[config.mk]
export PLATFORM = sky130hd
export DESIGN_NAME = debug_hex_display
export DESIGN_NICKNAME = d
export VERILOG_FILES = /design/src/rtl/debug_hex_display.sv
export SDC_FILE = /design/constraint.sdc
export NUM_CORES = 1
export LEC_CHECK = 0
export BUFFER_PORTS_ARGS = -buffer_cell sky130_fd_sc_hd__buf_2
export CORE_MARGIN = 2
export CORE_UTILIZATION = 53
export CTS_CLUSTER_DIAMETER = 60
export CTS_CLUSTER_SIZE = 16
export DETAILED_ROUTE_END_ITERATION = 16
export PLACE_DENSITY = 0.81
export SYNTH_ARGS = -nofsm -noshare
export SYNTH_HDL_FRONTEND = slang
export SYNTH_SLANG_ARGS = --single-unit
export TNS_END_PERCENT = 10
[constraint.sdc]
create_clock -name clock -period 2.65 [get_ports clock]
set_clock_uncertainty 0.05 [all_clocks]
set_input_delay 0.53 -clock clock [delete_from_list [all_inputs] [get_ports clock]]
set_output_delay 0.53 -clock clock [all_outputs]
set_load 0.02 [all_outputs]
[src/rtl/debug_hex_display.sv]
// debug_hex_display: paged debug readout for the board's 7-segment HEX digits.
// One of NUM_SOURCES debug words is shown at a time. A debounced press of the
// board KEY steps to the next page. The freeze input holds the displayed value.
// Leading-zero blanking is optional.
// Optional feature macro HEX_DISPLAY_PAGE_INDICATOR_EN: when it is defined, the
// top digit shows the current page index instead of a data nibble.
module debug_hex_display #(
    parameter int NUM_DIGITS      = 8,
    parameter int NUM_SOURCES     = 4,
    parameter int DATA_WIDTH      = 32,
    parameter int DEBOUNCE_CYCLES = 250000,
    parameter int SEL_BITS        = 2
) (
    input  logic                              clock,
    input  logic                              reset,
    input  logic [NUM_SOURCES*DATA_WIDTH-1:0] sources,
    input  logic                              next_key_n,
    input  logic                              freeze,
    input  logic                              blank_leading,
    output logic [NUM_DIGITS*7-1:0]           segments,
    output logic [SEL_BITS-1:0]               page_sel,
    output logic                              frozen
);

    localparam int CNT_W = (DEBOUNCE_CYCLES > 1) ? $clog2(DEBOUNCE_CYCLES) : 1;
`ifdef HEX_DISPLAY_PAGE_INDICATOR_EN
    localparam int IND_DIGITS = 1;
`else
    localparam int IND_DIGITS = 0;
`endif
    // Number of digits that carry data nibbles; higher digits stay blank.
    localparam int DATA_DIGITS = ((NUM_DIGITS - IND_DIGITS) < (DATA_WIDTH / 4)) ?
                                 (NUM_DIGITS - IND_DIGITS) : (DATA_WIDTH / 4);
    localparam logic [6:0] SEG_BLANK = 7'h7F;

    logic                         key_meta;
    logic                         key_sync;
    logic                         key_db;
    logic                         key_db_q;
    logic [CNT_W-1:0]             db_cnt;
    logic                         press;
    logic                         page_chg_p1;
    logic                         vld_p1;
    logic [DATA_WIDTH-1:0]        src_sel;
    logic [DATA_WIDTH-1:0]        disp_reg_p1;
    logic [NUM_DIGITS*7-1:0]      seg_next;
    logic [NUM_DIGITS*7-1:0]      seg_p2;
    int                           top_nz;

    // Active-low 7-segment encoding, bit order {g,f,e,d,c,b,a}.
    function automatic logic [6:0] hex7(input logic [3:0] nib);
        case (nib)
            4'h0: hex7 = 7'h40;  4'h1: hex7 = 7'h79;
            4'h2: hex7 = 7'h24;  4'h3: hex7 = 7'h30;
            4'h4: hex7 = 7'h19;  4'h5: hex7 = 7'h12;
            4'h6: hex7 = 7'h02;  4'h7: hex7 = 7'h78;
            4'h8: hex7 = 7'h00;  4'h9: hex7 = 7'h10;
            4'hA: hex7 = 7'h08;  4'hB: hex7 = 7'h03;
            4'hC: hex7 = 7'h46;  4'hD: hex7 = 7'h21;
            4'hE: hex7 = 7'h06;  default: hex7 = 7'h0E;
        endcase
    endfunction

    // Two-flop synchronizer for the raw, asynchronous KEY; idles as "released".
    always_ff @(posedge clock or negedge reset) begin
        if (!reset) begin
            key_meta <= 1'b1;
            key_sync <= 1'b1;
        end else begin
            key_meta <= next_key_n;
            key_sync <= key_meta;
        end
    end

    // Debounce: accept a new level only after DEBOUNCE_CYCLES consecutive differing samples.
    always_ff @(posedge clock or negedge reset) begin
        if (!reset) begin
            key_db   <= 1'b1;
            key_db_q <= 1'b1;
            db_cnt   <= '0;
        end else begin
            key_db_q <= key_db;
            if (key_sync != key_db) begin
                if (db_cnt == CNT_W'(DEBOUNCE_CYCLES - 1)) begin
                    key_db <= key_sync;
                    db_cnt <= '0;
                end else begin
                    db_cnt <= db_cnt + 1'b1;
                end
            end else begin
                db_cnt <= '0;
            end
        end
    end

    // A press is the debounced 1->0 edge. A release does not generate an event.
    assign press = key_db_q & ~key_db;

    // Page index steps on each press and wraps after the last source.
    always_ff @(posedge clock or negedge reset) begin
        if (!reset) begin
            page_sel    <= '0;
            page_chg_p1 <= 1'b0;
            frozen      <= 1'b0;
        end else begin
            page_chg_p1 <= press;
            frozen      <= freeze;
            if (press) begin
                if (page_sel == SEL_BITS'(NUM_SOURCES - 1)) page_sel <= '0;
                else                                        page_sel <= page_sel + 1'b1;
            end
        end
    end

    // Select the debug word addressed by the current page.
    always_comb begin
        src_sel = '0;
        for (int k = 0; k < NUM_SOURCES; k++) begin
            if (int'(page_sel) == k) src_sel = sources[k*DATA_WIDTH +: DATA_WIDTH];
        end
    end

    // Stage p1: capture the word. A page change forces one load even while frozen.
    always_ff @(posedge clock or negedge reset) begin
        if (!reset) begin
            disp_reg_p1 <= '0;
            vld_p1      <= 1'b0;
        end else begin
            vld_p1 <= 1'b1;
            if (!freeze || page_chg_p1) disp_reg_p1 <= src_sel;
        end
    end

    // Encode the digits, with optional blanking above the most significant nonzero nibble.
    always_comb begin
        top_nz   = 0;
        seg_next = {NUM_DIGITS{SEG_BLANK}};
        for (int d = 0; d < DATA_DIGITS; d++) begin
            if (disp_reg_p1[d*4 +: 4] != 4'h0) top_nz = d;
        end
        for (int d = 0; d < DATA_DIGITS; d++) begin
            if (!(blank_leading && (d > top_nz))) seg_next[d*7 +: 7] = hex7(disp_reg_p1[d*4 +: 4]);
        end
`ifdef HEX_DISPLAY_PAGE_INDICATOR_EN
        seg_next[(NUM_DIGITS-1)*7 +: 7] = hex7(4'(page_sel));
`endif
    end

    // Stage p2: register the segments. They stay blank until the first word has been captured.
    always_ff @(posedge clock or negedge reset) begin
        if (!reset) seg_p2 <= {NUM_DIGITS{SEG_BLANK}};
        else        seg_p2 <= vld_p1 ? seg_next : {NUM_DIGITS{SEG_BLANK}};
    end

    assign segments = seg_p2;

endmodule

==> impl_metrics.toml <==
[finish]
fin_cells = 1182
final_area_sq_um = 8810
fillers = 1084
drive_gt1_share_pct = 31.5
final_nets = 1175
area_growth_syn_to_layout_pct = 24.9
antennaDiodeCount = 0

[yosys]
netlist_top_cells_count = "115 x a21oi_1, 92 x nand2_1, 65 x nor2_1"
avgSynthCellArea_sq_um = 8.56
synth_enable_flop_cells = 0
synth_top_area_share_pct = 22.3
synthAdderAreaFrac_pct = 8.69
ys.flop_type = "dfstp_2"
synth_simple_gate_area_share_pct = 15.9
async_reset_ff_share_pct = 100
ys_ff_latch = 115
postSynthCellCount = 824
syn_nets = 1006
yosysMostFrequentCell = "a21oi_1"
yosys.cell_types.count = 46
synth_area_leaders = "dfstp_2 22%, dfrtp_1 20%, ha_1 8.7%, a21oi_1 8.2%, nand2_1 4.9%"
ys_seq_area_share_pct = 41.9
yosysTopAreaCell = "dfstp_2"
mappedNetlistArea_sq_um = 7050
synth_compound_area_share_pct = 23.5
synthXorXnorAreaFrac_pct = 1.74
yosysWarnings = 0
muxShareOfSynthArea_pct = 1.95
synth_top_family_by_area = "compound AO/OA/AOI/OAI gates"

[pwr]
power_frac_clock_pct = 43.5
internal_power_uw = 3870
power_uw = 5350
power_density_nw_per_um2 = 608
p_comb_share_pct = 16.8
p_seq_share_pct = 39.7
power_switching_uw = 1480
swShare_pct = 27.7
power_leakage_uw = 0.00411
irDropWorstVdd_mv = 0.551

[setup_path]
critical_path_class = "reg -> reg"
end_kind = "flop"
cpMaxStageDelayCell = "a2111o_1"
arrival_ns = 2.60
crit_path_start_kind = "flop"
crit_chain = "inv_1 > ha_1 > nor3b_1 > nand4_1 > a2111o_1 > nand3_1"
cp_data_required_time_ns = 2.95
path_max_fanout = 7
slowest_delay_ns = 0.49

[global_routing]
track_usage_pct = 25.0
grt_pass1_vias = 5734
antenna_found_initial = 0
grt_max_degree = 66
grt_overflow = 0
grt_pass1_wl_um = 28200

[min_path]
hp-class = "in -> async"

[timing]
setup_ws_ns = 0.355
final.min_clock_period_ns = 2.29
slew_violations = 0
tightest_slew_ns = 0.576
fmax_mhz = 436
setup_violations = 0
finalHoldViolCount = 0
fin_tns_setup_ns = 0
rsz0062_at_grt = "no"
fin_crit_sh_pct = 86.6
slew_headroom_pct = 61.6

[status]
status = "complete, no violations"

[place]
dp_cells = 1150
dpl_cell_area_sq_um = 8200
place.gp.congestion = 0.864
detailedPlace.worstSlack_ns = 0.395
hpwlAfterDp_um = 12300
port_buffers = 191

[floorplan]
initial_utilization_pct = 53.7
die_area_sq_um = 14200
io_pins = 192
dieWidth_um = 119
core_area_sq_um = 13100
die_h_um = 119
row_count = 42

[clock_tree]
cts_num_sinks = 115
cts_tree = "done"
cts_max_level = 4
cts-buffers-inserted = 17
cts-root-buf = "clkbuf_16"
post_cts_buffers = 0
clock_latency_ns = 0.42
ctsHoldBuffers = 0
clockBufferDepth = 2
cts_resized = 0
clk_pin_slew_ns = 0.05

[detailed_routing]
first_pass_iters = 5
wl_um = 17200
drcViolationCount = 0
drt_iter0_markers = 369
num_vias = 6268
viasPerCell = 5.30
postRouteAntennaNets = 0
wl_per_cell_um = 14.5

[flow_run]
cap_violations = 0
==> routing by layer <==
layer	track usage, %	vias up	wire [um]
li1	-	3187	-
met1	33.9	2859	7670
met2	39.0	193	8260
met3	5.41	29	867
met4	10.2	0	389
met5	0	-	0
==> critical path: cells and delay by family (launching register included) <==
kind                     cells  cell delay (ns)
AND/OR/NAND/NOR              3             0.88
AO/OA/AOI/OAI                1             0.49
flip-flops                   1             0.44
adder cells (fa/ha/maj)      1             0.23
buffers and inverters        1             0.13
==> through the flow <==
step,hold slack (ns),util (%)
after floorplan,0.184,-
after global placement,0.296,62.4
after detailed placement,0.303,62.4
after CTS,0.0480,67.0
after global routing,0.0675,67.0
final,0.0318,67.0
==> kinds of logic after synthesis <==
logic type	count (synthesis)
AOI/OAI and AO/OA	278
and+or+nand+nor	238
buffers and inverters	116
DFF	115
adders and majority gates	49
xor gates and xnor gates	14
muxes	13
other	1
==> flip-flops by register name, summed over array words and instances (netlist names) <==
name,flops
key_meta,1
key_db,1
segments,56
db_cnt,18
page_sel,2
key_db_q,1
page_chg_p1,1
key_sync,1
vld_p1,1
disp_reg_p1,32
frozen,1
==> final cells by class <==
type / count / area (sq um) / area share [%]
well taps: 176 / 220 / 2.50
multi-input cells: 593 / 3670 / 41.6
clock inverters: 13 / 159 / 1.80
repair buffers: 205 / 1130 / 12.8
flip-flops and latches: 115 / 2950 / 33.5
clock buffers: 19 / 453 / 5.14
inverters: 61 / 229 / 2.60
==> worst paths after layout <==
check                                 from            to  slack (ns)  depth (start not counted)
setup / recovery           disp_reg_p1[16]  segments[10]        0.36                          6
hold / removal                       reset    db_cnt[15]        0.03                          1
setup reg to reg           disp_reg_p1[16]  segments[10]        0.36                          6
hold reg to reg                   key_meta      key_sync        0.31                          0
max in group asynchronous            reset  segments[47]        1.84                          2
min in group clock              next_key_n      key_meta        0.16                          1
==> placed cells by master, fill, tap and decap left out, types with 4 or more instances in the layout <==
master,instances
nor3b_1,5
mux2i_1,7
o21a_1,12
clkbuf_16,17
a31oi_1,6
nand2b_1,13
dfstp_2,60
nor2b_1,11
o211ai_1,44
xnor2_1,12
nor3_1,5
ha_1,46
nor2_1,65
buf_2,190
nand2_1,92
clkinv_2,4
buf_12,5
nand3b_1,6
a21oi_1,115
nand3_1,20
buf_4,10
o21ai_0,58
mux2_2,6
dfrtp_1,55
a22oi_1,32
inv_1,61
==> power groups by stage <==
stage / registers, uW / logic (uW) / clock network, uW
2_1_floorplan: 2210 / 475 / 0
3_3_place_gp: 2140 / 881 / 0
3_5_place_dp: 2150 / 893 / 0
4_1_cts: 2130 / 904 / 2360
5_1_grt: 2150 / 1000 / 2460
6_report: 2120 / 897 / 2330
No activity file was read; power rests on OpenSTA's default activity.
